<file path="config.mk">
export PLATFORM = sky130hd
export DESIGN_NAME = axis_dwidth_upsizer
export DESIGN_NICKNAME = d
export VERILOG_FILES = /design/src/rtl/axis_dwidth_upsizer.sv
export SDC_FILE = /design/constraint.sdc
export NUM_CORES = 1
export LEC_CHECK = 0
export BUFFER_PORTS_ARGS = -buffer_cell sky130_fd_sc_hd__clkbuf_2
export CORE_ASPECT_RATIO = 0.6
export CORE_MARGIN = 4
export CORE_UTILIZATION = 50
export CTS_CLUSTER_DIAMETER = 40
export CTS_CLUSTER_SIZE = 12
export DETAILED_ROUTE_END_ITERATION = 8
export MAX_ROUTING_LAYER = met4
export PLACE_DENSITY = 0.85
export SYNTH_ARGS = -nofsm -noshare
export SYNTH_HDL_FRONTEND = slang
export SYNTH_SLANG_ARGS = --single-unit
export TNS_END_PERCENT = 100
</file>
<file path="constraint.sdc">
create_clock -name aclk -period 4.05 [get_ports aclk]
set_input_delay 0.405 -clock aclk [delete_from_list [all_inputs] [get_ports aclk]]
set_output_delay 0.405 -clock aclk [all_outputs]
set_load 0.05 [all_outputs]
</file>
<file path="src/rtl/axis_dwidth_upsizer.sv">
// axis_dwidth_upsizer
// AXI4-Stream width upsizer. It packs NUM_REG consecutive WIDTH-bit slave
// beats into one WIDTH*NUM_REG-bit master beat, placing them little-endian:
// the first beat of a word goes in lane 0.
// A beat with tlast set closes the word early. Any unfilled upper lanes of
// that word are driven as zero.
// aresetn is an asynchronous reset and is active HIGH. Its name is kept
// from the existing codebase.
// Optional feature: define AXIS_UPSIZER_TKEEP_EN to add an m_axis_tkeep
// output that marks the filled lanes. This requires WIDTH % 8 == 0.

module axis_dwidth_upsizer #(
   parameter int unsigned WIDTH   = 32,
   parameter int unsigned NUM_REG = 2
) (
   input  logic                       aclk,
   input  logic                       aresetn,
   input  logic                       s_axis_tvalid,
   output logic                       s_axis_tready,
   input  logic [WIDTH-1:0]           s_axis_tdata,
   input  logic                       s_axis_tlast,
   output logic                       m_axis_tvalid,
   input  logic                       m_axis_tready,
   output logic [WIDTH*NUM_REG-1:0]   m_axis_tdata,
   output logic                       m_axis_tlast
`ifdef AXIS_UPSIZER_TKEEP_EN
   ,
   output logic [NUM_REG*WIDTH/8-1:0] m_axis_tkeep
`endif
);

   localparam int unsigned CW   = (NUM_REG > 1) ? $clog2(NUM_REG) : 1;
   localparam int unsigned MW   = WIDTH * NUM_REG;
   localparam int unsigned AW   = WIDTH * (NUM_REG - 1);
   localparam logic [CW-1:0] LAST_LANE = CW'(NUM_REG - 1);

   // Lane index of the next slave beat, plus the lanes collected so far.
   // The final lane is never stored here: it goes straight to the output.
   logic [CW-1:0] cnt_q, cnt_d;
   logic [AW-1:0] acc_q, acc_d;

   // Output register
   logic [MW-1:0] data_q, data_d;
   logic          last_q, last_d;
   logic          valid_q, valid_d;

`ifdef AXIS_UPSIZER_TKEEP_EN
   localparam int unsigned LB = WIDTH / 8;
   localparam int unsigned KW = MW / 8;
   logic [KW-1:0] keep_q, keep_d;
   logic [KW-1:0] keep_new;
`endif

   logic          accept;
   logic          complete;
   int unsigned   lane;
   logic [MW-1:0] packed_word;

   assign lane          = 32'(cnt_q);
   assign s_axis_tready = !aresetn && (!valid_q || m_axis_tready);
   assign accept        = s_axis_tvalid && s_axis_tready;
   assign complete      = accept && (s_axis_tlast || (cnt_q == LAST_LANE));

   assign m_axis_tvalid = valid_q;
   assign m_axis_tdata  = data_q;
   assign m_axis_tlast  = last_q;
`ifdef AXIS_UPSIZER_TKEEP_EN
   assign m_axis_tkeep  = keep_q;
`endif

   // Build the word to be emitted: lanes below cnt come from the
   // accumulator, lane cnt is the incoming beat, and higher lanes are zero.
   always_comb begin
      packed_word = '0;
      for (int unsigned i = 0; i < NUM_REG - 1; i++) begin
         if (i < lane) begin
            packed_word[i*WIDTH +: WIDTH] = acc_q[i*WIDTH +: WIDTH];
         end
      end
      packed_word[lane*WIDTH +: WIDTH] = s_axis_tdata;
   end

`ifdef AXIS_UPSIZER_TKEEP_EN
   // Byte enables cover lanes 0..cnt of the word being emitted.
   always_comb begin
      keep_new = '0;
      for (int unsigned i = 0; i < NUM_REG; i++) begin
         if (i <= lane) begin
            keep_new[i*LB +: LB] = '1;
         end
      end
   end
`endif

   // Next-state logic. A completing beat overrides a drain in the same
   // cycle, so the new word replaces the old one and valid stays high.
   always_comb begin
      cnt_d   = cnt_q;
      acc_d   = acc_q;
      data_d  = data_q;
      last_d  = last_q;
      valid_d = valid_q;
`ifdef AXIS_UPSIZER_TKEEP_EN
      keep_d  = keep_q;
`endif

      if (valid_q && m_axis_tready) begin
         valid_d = 1'b0;
      end

      if (complete) begin
         data_d  = packed_word;
         last_d  = s_axis_tlast;
         valid_d = 1'b1;
         cnt_d   = '0;
         acc_d   = '0;
`ifdef AXIS_UPSIZER_TKEEP_EN
         keep_d  = keep_new;
`endif
      end else if (accept) begin
         acc_d[lane*WIDTH +: WIDTH] = s_axis_tdata;
         cnt_d                      = cnt_q + 1'b1;
      end
   end

   // State registers. Reset discards any partial and any pending word.
   always_ff @(posedge aclk or posedge aresetn) begin
      if (aresetn) begin
         cnt_q   <= '0;
         acc_q   <= '0;
         data_q  <= '0;
         last_q  <= 1'b0;
         valid_q <= 1'b0;
`ifdef AXIS_UPSIZER_TKEEP_EN
         keep_q  <= '0;
`endif
      end else begin
         cnt_q   <= cnt_d;
         acc_q   <= acc_d;
         data_q  <= data_d;
         last_q  <= last_d;
         valid_q <= valid_d;
`ifdef AXIS_UPSIZER_TKEEP_EN
         keep_q  <= keep_d;
`endif
      end
   end

endmodule

</file>
==> results.md, run 1 <==
* Die Height at 78.3 um
* Min cycle time layout at 2.52 ns
* Fillers at 630
* Register area share after synthesis at between 60% and 70%
* Drc violations at 0
* Nets at 434
* Antenna Nets Post-Route at 0
* DR vias at 3,056
* DR iter-0 viols at 332
* Reg-to-Reg Start: cnt_q
* Cell area after layout at 4960 um2
* Placed instance area at between 4000 and 5000 um2
* Power Dens Cells at 714 nW/um2
* Initial antenna violation count at 0
* Post-Syn Area per Cell at 13.3 um2
* RSZ-0062 raised after global routing: false
* Footprint of the multi-input gates at 1470 um2
* Core area at 7950 um2
* Largest net degree at the start of global routing at 68
* Drt total wl at 10.1 mm
* H-tree levels at 3
* Tightest Pin Transition at 1.27 ns
* Top post-synthesis cells by area: dfrtp_1 (60%), a22o_1 (14%), mux2i_1 (7.8%), a21oi_2 (6.4%), a31oi_1 (4.9%)
* TritonCTS clock tree: done
* Wire length per cell at approximately 20 um
* Fmax at 398 MHz
* Maximum clock path buffer count at 2
* Fin Hold WS at 0.259 ns
* Critical Path AT at 2.75 ns
* CTS root buf: clkbuf_16
* Area growth syn-to-layout at 20.3%
* Post-Syn Instances at a little over 300
* Setup bufs post-CTS at 0
* I/O pin cnt at roughly 100
* Std cell rows at 25
* Yosys top cell by area: dfrtp_1
* Clk_lat worst skew at 0.35 ns
* Post-DP HPWL at 6.60 mm
* Vias in the first global route at around 3,100
* Final Hold Viols at 0
* Final WS setup at 1.53 ns
* First-pass GRT wire length at between 15 and 20 mm
* Max_cap viols at 0
* Crit. Startpoint: aresetn
* Worst hold path type: input pin to asynchronous set/reset pin
* #FFs+latches synth at 99
* Slew headroom at 14.9%
* Drt first pass iters at 5
* Post-CTS Hold Buffers at 0
* WS Path Type: input pin to flop
* Share of cells above drive strength 1 at 39.8%
* Final setup viols at 0
* Reg area at 2480 um2
* Synthesized area at 4120 um2
* Static Leak at 2.42 nW
* Post-place setup slack at 1.24 ns
* GPL Wtd Cong at around 0.77
* Vias/cell at 5.99
* Crit-path max FO at 36
* Post_cts resized at 0
* # port buffers at 103
* Clk sink count at 99
* Starting Density at 51.9%
* Post-synth top area share at approximately three fifths
* Synth warn at 0
* Setup Skew at between 0.008 and 0.009 ns
* Post-synthesis cell type count at 21
* Die area at slightly below 10,000 um2
* Status: complete, no violations
* Slew Viols, Final at 0
* Worst setup SP type: input pin
* Final period util at 62.1%
* Setup TNS Final at 0 ns
* Worst VDD drop at 0.373 mV
* Worst setup EP type: flop
* Clk pin slew, worst setup/hold paths at ~0.070 ns
* Mapped Nets at 346
* Die width at ~130 um
* Gr usage total at 22.1%
* CTS Buf Count at 9
* CP Data Required Time at 4.28 ns
* GRT Residual Overflow at 0
* ANT cells at 0
-- power breakdown --
| part | internal, mW | leakage (nW) | switching, mW | total [mW] |
|---|---|---|---|---|
| clock network | 0.498 | 0.146 | 0.365 | 0.863 |
| logic | 0.344 | 1.03 | 0.989 | 1.33 |
| registers | 1.21 | 1.24 | 0.139 | 1.34 |
| total | 2.05 | 2.42 | 1.49 | 3.54 |
-- synthesized netlist by cell type, drive strengths merged --
cell and instances:
a31oi 32, inv 3, o21ai 1, and3 1
buf 16, or2 1, a21oi 33, nor2 1
nand2 2, nor3 2, clkbuf 16, nand2b 2
nand3 2, dfrtp 99, nor2b 2, mux2i 32
a22o 64
-- metal layers --
| layer | global-route usage, % | wire, um |
|---|---|---|
| met5 | - | 0 |
| met4 | 4.76 | 81 |
| met3 | 6.25 | 819 |
| met2 | 32.2 | 4520 |
| met1 | 31.3 | 4710 |
-- cells by family after synthesis --
kind of cell / share of synthesized area (%)
buffers and inverters: 4.61
AO/OA/AOI/OAI: 25.3
flip-flops: 60.1
multiplexers: 7.77
AND/OR/NAND/NOR: 2.19
-- flip-flops by register name (all words and copies together) (netlist names) --
name / cells
m_axis_tlast: 1
acc_q: 32
cnt_q: 1
m_axis_tvalid: 1
m_axis_tdata: 64
-- cells in the final DEF (no fill, tap or decap), drive strengths merged --
| cell | Yosys | layout |
|---|---|---|
| or2 | 1 | 1 |
| bufinv | 0 | 1 |
| inv | 3 | 4 |
| a22o | 64 | 64 |
| nand2b | 2 | 2 |
| dfrtp | 99 | 99 |
| nor3 | 2 | 2 |
| o21ai | 1 | 1 |
| nand2 | 2 | 2 |
| nand3 | 2 | 2 |
| and3 | 1 | 1 |
| nor2b | 2 | 2 |
| a31oi | 32 | 32 |
| buf | 16 | 6 |
| mux2i | 32 | 32 |
| clkinv | 0 | 2 |
| clkinvlp | 0 | 1 |
| nor2 | 1 | 1 |
| a21oi | 33 | 33 |
| clkbuf | 16 | 114 |
-- per-stage QoR --
stage / power (mW) / std cells / util, %
4_1_cts: 3.56 / 510 / 62.4
6_report: 3.54 / 510 / 62.4
5_1_grt: 3.69 / 510 / 62.4
2_1_floorplan: 2.37 / 309 / -
3_3_place_gp: 2.66 / 494 / 58.6
3_5_place_dp: 2.70 / 494 / 58.6
-- worst max-delay path, stage by stage --
cell	delay [ns]
clkbuf_2	0.14
nor2b_4	0.70
nand2_1	0.95
a22o_1	0.52
-- worst paths after layout --
kind                                         end  slack [ns]  cells after the start
worst min-delay path            m_axis_tdata[40]        0.26                      2
max in group asynchronous       m_axis_tdata[49]        2.86                      3
worst max register to register  m_axis_tdata[53]        1.65                      5
min in group aclk                      acc_q[22]        0.31                      2
worst max-delay path                   acc_q[28]        1.53                      4
worst min register to register  m_axis_tdata[42]        0.50                      1
-- final cells by class --
class | instances | share of cell area, %
clock inverter | 5 | 1.21
inverter | 3 | 0.278
timing repair buffer | 109 | 11.3
tap | 108 | 2.73
clock buffer | 11 | 4.90
sequential | 99 | 50.0
multi-input combinational | 175 | 29.6
Note: power is estimated with default switching activity, not from simulation.
==> run 2, diff against run 1 <==
--- a/config.mk
+++ b/config.mk
@@ -8,7 +8,7 @@
 export BUFFER_PORTS_ARGS = -buffer_cell sky130_fd_sc_hd__clkbuf_2
 export CORE_ASPECT_RATIO = 0.6
 export CORE_MARGIN = 4
-export CORE_UTILIZATION = 50
+export CORE_UTILIZATION = 48
 export CTS_CLUSTER_DIAMETER = 40
 export CTS_CLUSTER_SIZE = 12
 export DETAILED_ROUTE_END_ITERATION = 8
==> constraint.sdc (replaced) <==
create_clock -name aclk -period 2.2 [get_ports aclk]
set_input_delay 0.22 -clock aclk [delete_from_list [all_inputs] [get_ports aclk]]
set_output_delay 0.22 -clock aclk [all_outputs]
set_load 0.05 [all_outputs]
==> run 2 against run 1 <==
Die area rose by 3.8%. First-iteration DRC count is 11% lower. Core utilization down 0.077 points. Design area grew 1.8%. Critical endpoint is now acc_q[14]. Count of clock-buffer cells in the layout stayed put. Highest routed layer unchanged. Wire length up 1.1%. Via count down 0.56%. Clock power up 84%. Worst setup slack got worse by 1.1 ns. Global-route usage is 0.35 points lower. Power grew 85%. Critical path type unchanged.
==> results.md, run 2 (same netlist as run 1, synthesis figures left out) <==
* DR vias at 3,039 (was 3,056)
* Worst hold path type: input pin to flop (was input pin to asynchronous set/reset pin)
* H-tree levels at 3 (unchanged)
* DR iter-0 viols at 296 (was 332)
* Tightest Pin Transition at 0.567 ns (was 1.27 ns)
* Drt total wl at 10.2 mm (was 10.1 mm)
* Worst VDD drop at 0.640 mV (was 0.373 mV)
* Largest stage delay, worst path at 0.54 ns (was 0.95 ns)
* Max_cap viols at 0 (unchanged)
* Post-DP HPWL at 7.16 mm (was 6.60 mm)
* Footprint of the multi-input gates at 1470 um2 (unchanged)
* Core area at 8100 um2 (was 7950 um2)
* Maximum clock path buffer count at 2 (unchanged)
* Fin Hold WS at 0.128 ns (was 0.259 ns)
* Largest register FFs at 64 (unchanged)
* GRT Residual Overflow at 0 (unchanged)
* Gr usage total at 21.7% (was 22.1%)
* Largest net degree at the start of global routing at 54 (was 68)
* CP top delay family: buffers and inverters (was simple AND/OR/NAND/NOR gates)
* ANT cells at 0 (unchanged)
* Critical Path AT at 2.07 ns (was 2.75 ns)
* Setup Skew at 0.00553 ns (was 0.00881 ns)
* Fmax at approximately 560 MHz
* RSZ-0062 raised after global routing: false (unchanged)
* WS Path Type: input pin to flop (unchanged)
* Most frequent cells in the layout: clkbuf_2 (103), dfrtp_1 (98), a22o_1 (64) (unchanged)
* Clk sink count at 99 (unchanged)
* Vias in the first global route at 3,092 (was 3,129)
* Die area at 10,200 um2 (was 9810 um2)
* Clk_lat worst skew at 0.34 ns (was 0.35 ns)
* Most common cell after layout, fill and taps aside: clkbuf_2 (unchanged)
* Pwr Total at 6.54 mW (was 3.54 mW)
* Initial antenna violation count at 0 (unchanged)
* CP bufs+invs at 3 (was 1)
* Fillers at 623 (was 630)
* I/O pin cnt at 104 (unchanged)
* Worst setup SP type: input pin (unchanged)
* Area growth syn-to-layout at 22.5% (was 20.3%)
* Slowest CP cell: dlygate4sd3_1 (was nand2_1)
* Final WS setup at 0.400 ns (was 1.53 ns)
* Std cell rows at 25 (unchanged)
* Clk pin slew, worst setup/hold paths at 0.06 ns (was 0.07 ns)
* Cells along the critical path: dlygate4sd3_1 -> clkbuf_2 -> nand2b_1 -> nor3_4 -> buf_4 -> a22o_1 (was clkbuf_2 -> nor2b_4 -> nand2_1 -> a22o_1)
* TritonCTS clock tree: done (unchanged)
* Power Dens Cells at 1300 nW/um2 (was 714 nW/um2)
* Die Height at 79.8 um (was 78.3 um)
* Post_cts resized at 0 (unchanged)
* Crit-path max FO at 13 (was 36)
* Min cycle time layout at roughly 1.8 ns
* Final Hold Viols at 0 (unchanged)
* Final period util at slightly above 80%
* Drt first pass iters at 4 (was 5)
* Share of cells above drive strength 1 at 41.1% (was 39.8%)
* Static Leak at 2.47 nW (was 2.42 nW)
* Nets at 444 (was 434)
* First-pass GRT wire length at 16.6 mm (about the same)
* Reg area at 2480 um2 (unchanged)
* Post-place setup slack at 0.424 ns (was 1.24 ns)
* Slew headroom at 62.2% (was 14.9%)
* Starting Density at 50.9% (was 51.9%)
* Wire length per cell at 19.7 um (was 19.9 um)
* GPL Wtd Cong at 0.822 (was 0.775)
* CTS root buf: clkbuf_16 (unchanged)
* Slew Viols, Final at 0 (unchanged)
* Die width at 128 um (was 125 um)
* Worst setup EP type: flop (unchanged)
* Status: complete, no violations (unchanged)
* Antenna Nets Post-Route at 0 (unchanged)
* # port buffers at 103 (unchanged)
* CTS Buf Count at 9 (unchanged)
* Vias/cell at 5.86 (was 5.99)
* CP Data Required Time at 2.47 ns (was 4.28 ns)
* Final setup viols at 0 (unchanged)
* Setup TNS Final at 0 ns (unchanged)
* Drc violations at 0 (unchanged)
run 2: cell types whose count changed in the layout (fill, tap and decap cells not counted), sizes merged:
cell / delta
dlygate4sd3: +1
buf: +9
clkinvlp: +2
clkinv: -1
inv: -2
run 2: metal layers:
layer	up-vias	track usage, %	wire (um)
met5	-	-	0
met1	1539	28.8	4580
met2	122	33.2	4740
met3	5	6.15	853
met4	0	6.04	61
li1	1373	-	-
run 2: final timing paths:
| kind | end | depth (start not counted) | from | slack, ns |
|---|---|---|---|---|
| hold / removal | m_axis_tlast | 3 | s_axis_tlast | 0.13 |
| max in group asynchronous | m_axis_tdata[32] | 4 | aresetn | 1.01 |
| min in group asynchronous | m_axis_tlast | 3 | aresetn | 0.52 |
| setup / recovery | acc_q[14] | 6 | aresetn | 0.40 |
| hold reg to reg | m_axis_tdata[32] | 1 | m_axis_tdata[32] | 0.50 |
| setup reg to reg | m_axis_tdata[47] | 5 | cnt_q | 0.41 |
run 2: worst reg2reg max path, cell delays in order, from the launching register on:
cell and delay [ns]:
dfrtp_2 0.37, or2_1 0.38, buf_4 0.28, nand3_1 0.12, buf_4 0.25, a22o_1 0.27
run 2: layout make-up:
| type | instances | share of cell area (%) |
|---|---|---|
| clock buffers | 11 | 5.00 |
| clock inverters | 4 | 0.991 |
| inverters | 3 | 0.297 |
| multi-input cells | 175 | 29.1 |
| flip-flops and latches | 99 | 49.1 |
| well taps | 108 | 2.68 |
| repair buffers | 119 | 12.9 |
run 2: stage by stage:
stage	cells	cell area, um2	utilization, %
after floorplan	309	4130	-
after global placement	503	4740	58.5
after detailed placement	503	4740	58.5
after CTS	519	5050	62.3
after global routing	519	5050	62.3
final	519	5050	62.3
run 2: what timing repair did:
item,in CTS,in global routing
hold buffers,1,0
buffers inserted,0,0
hold endpoints to repair,21,0
run 2: where the power goes:
group	switching (mW)	total (mW)	internal [mW]
Clock	0.653	1.59	0.935
Combinational	1.82	2.47	0.650
Sequential	0.258	2.48	2.22
Total	2.74	6.54	3.81
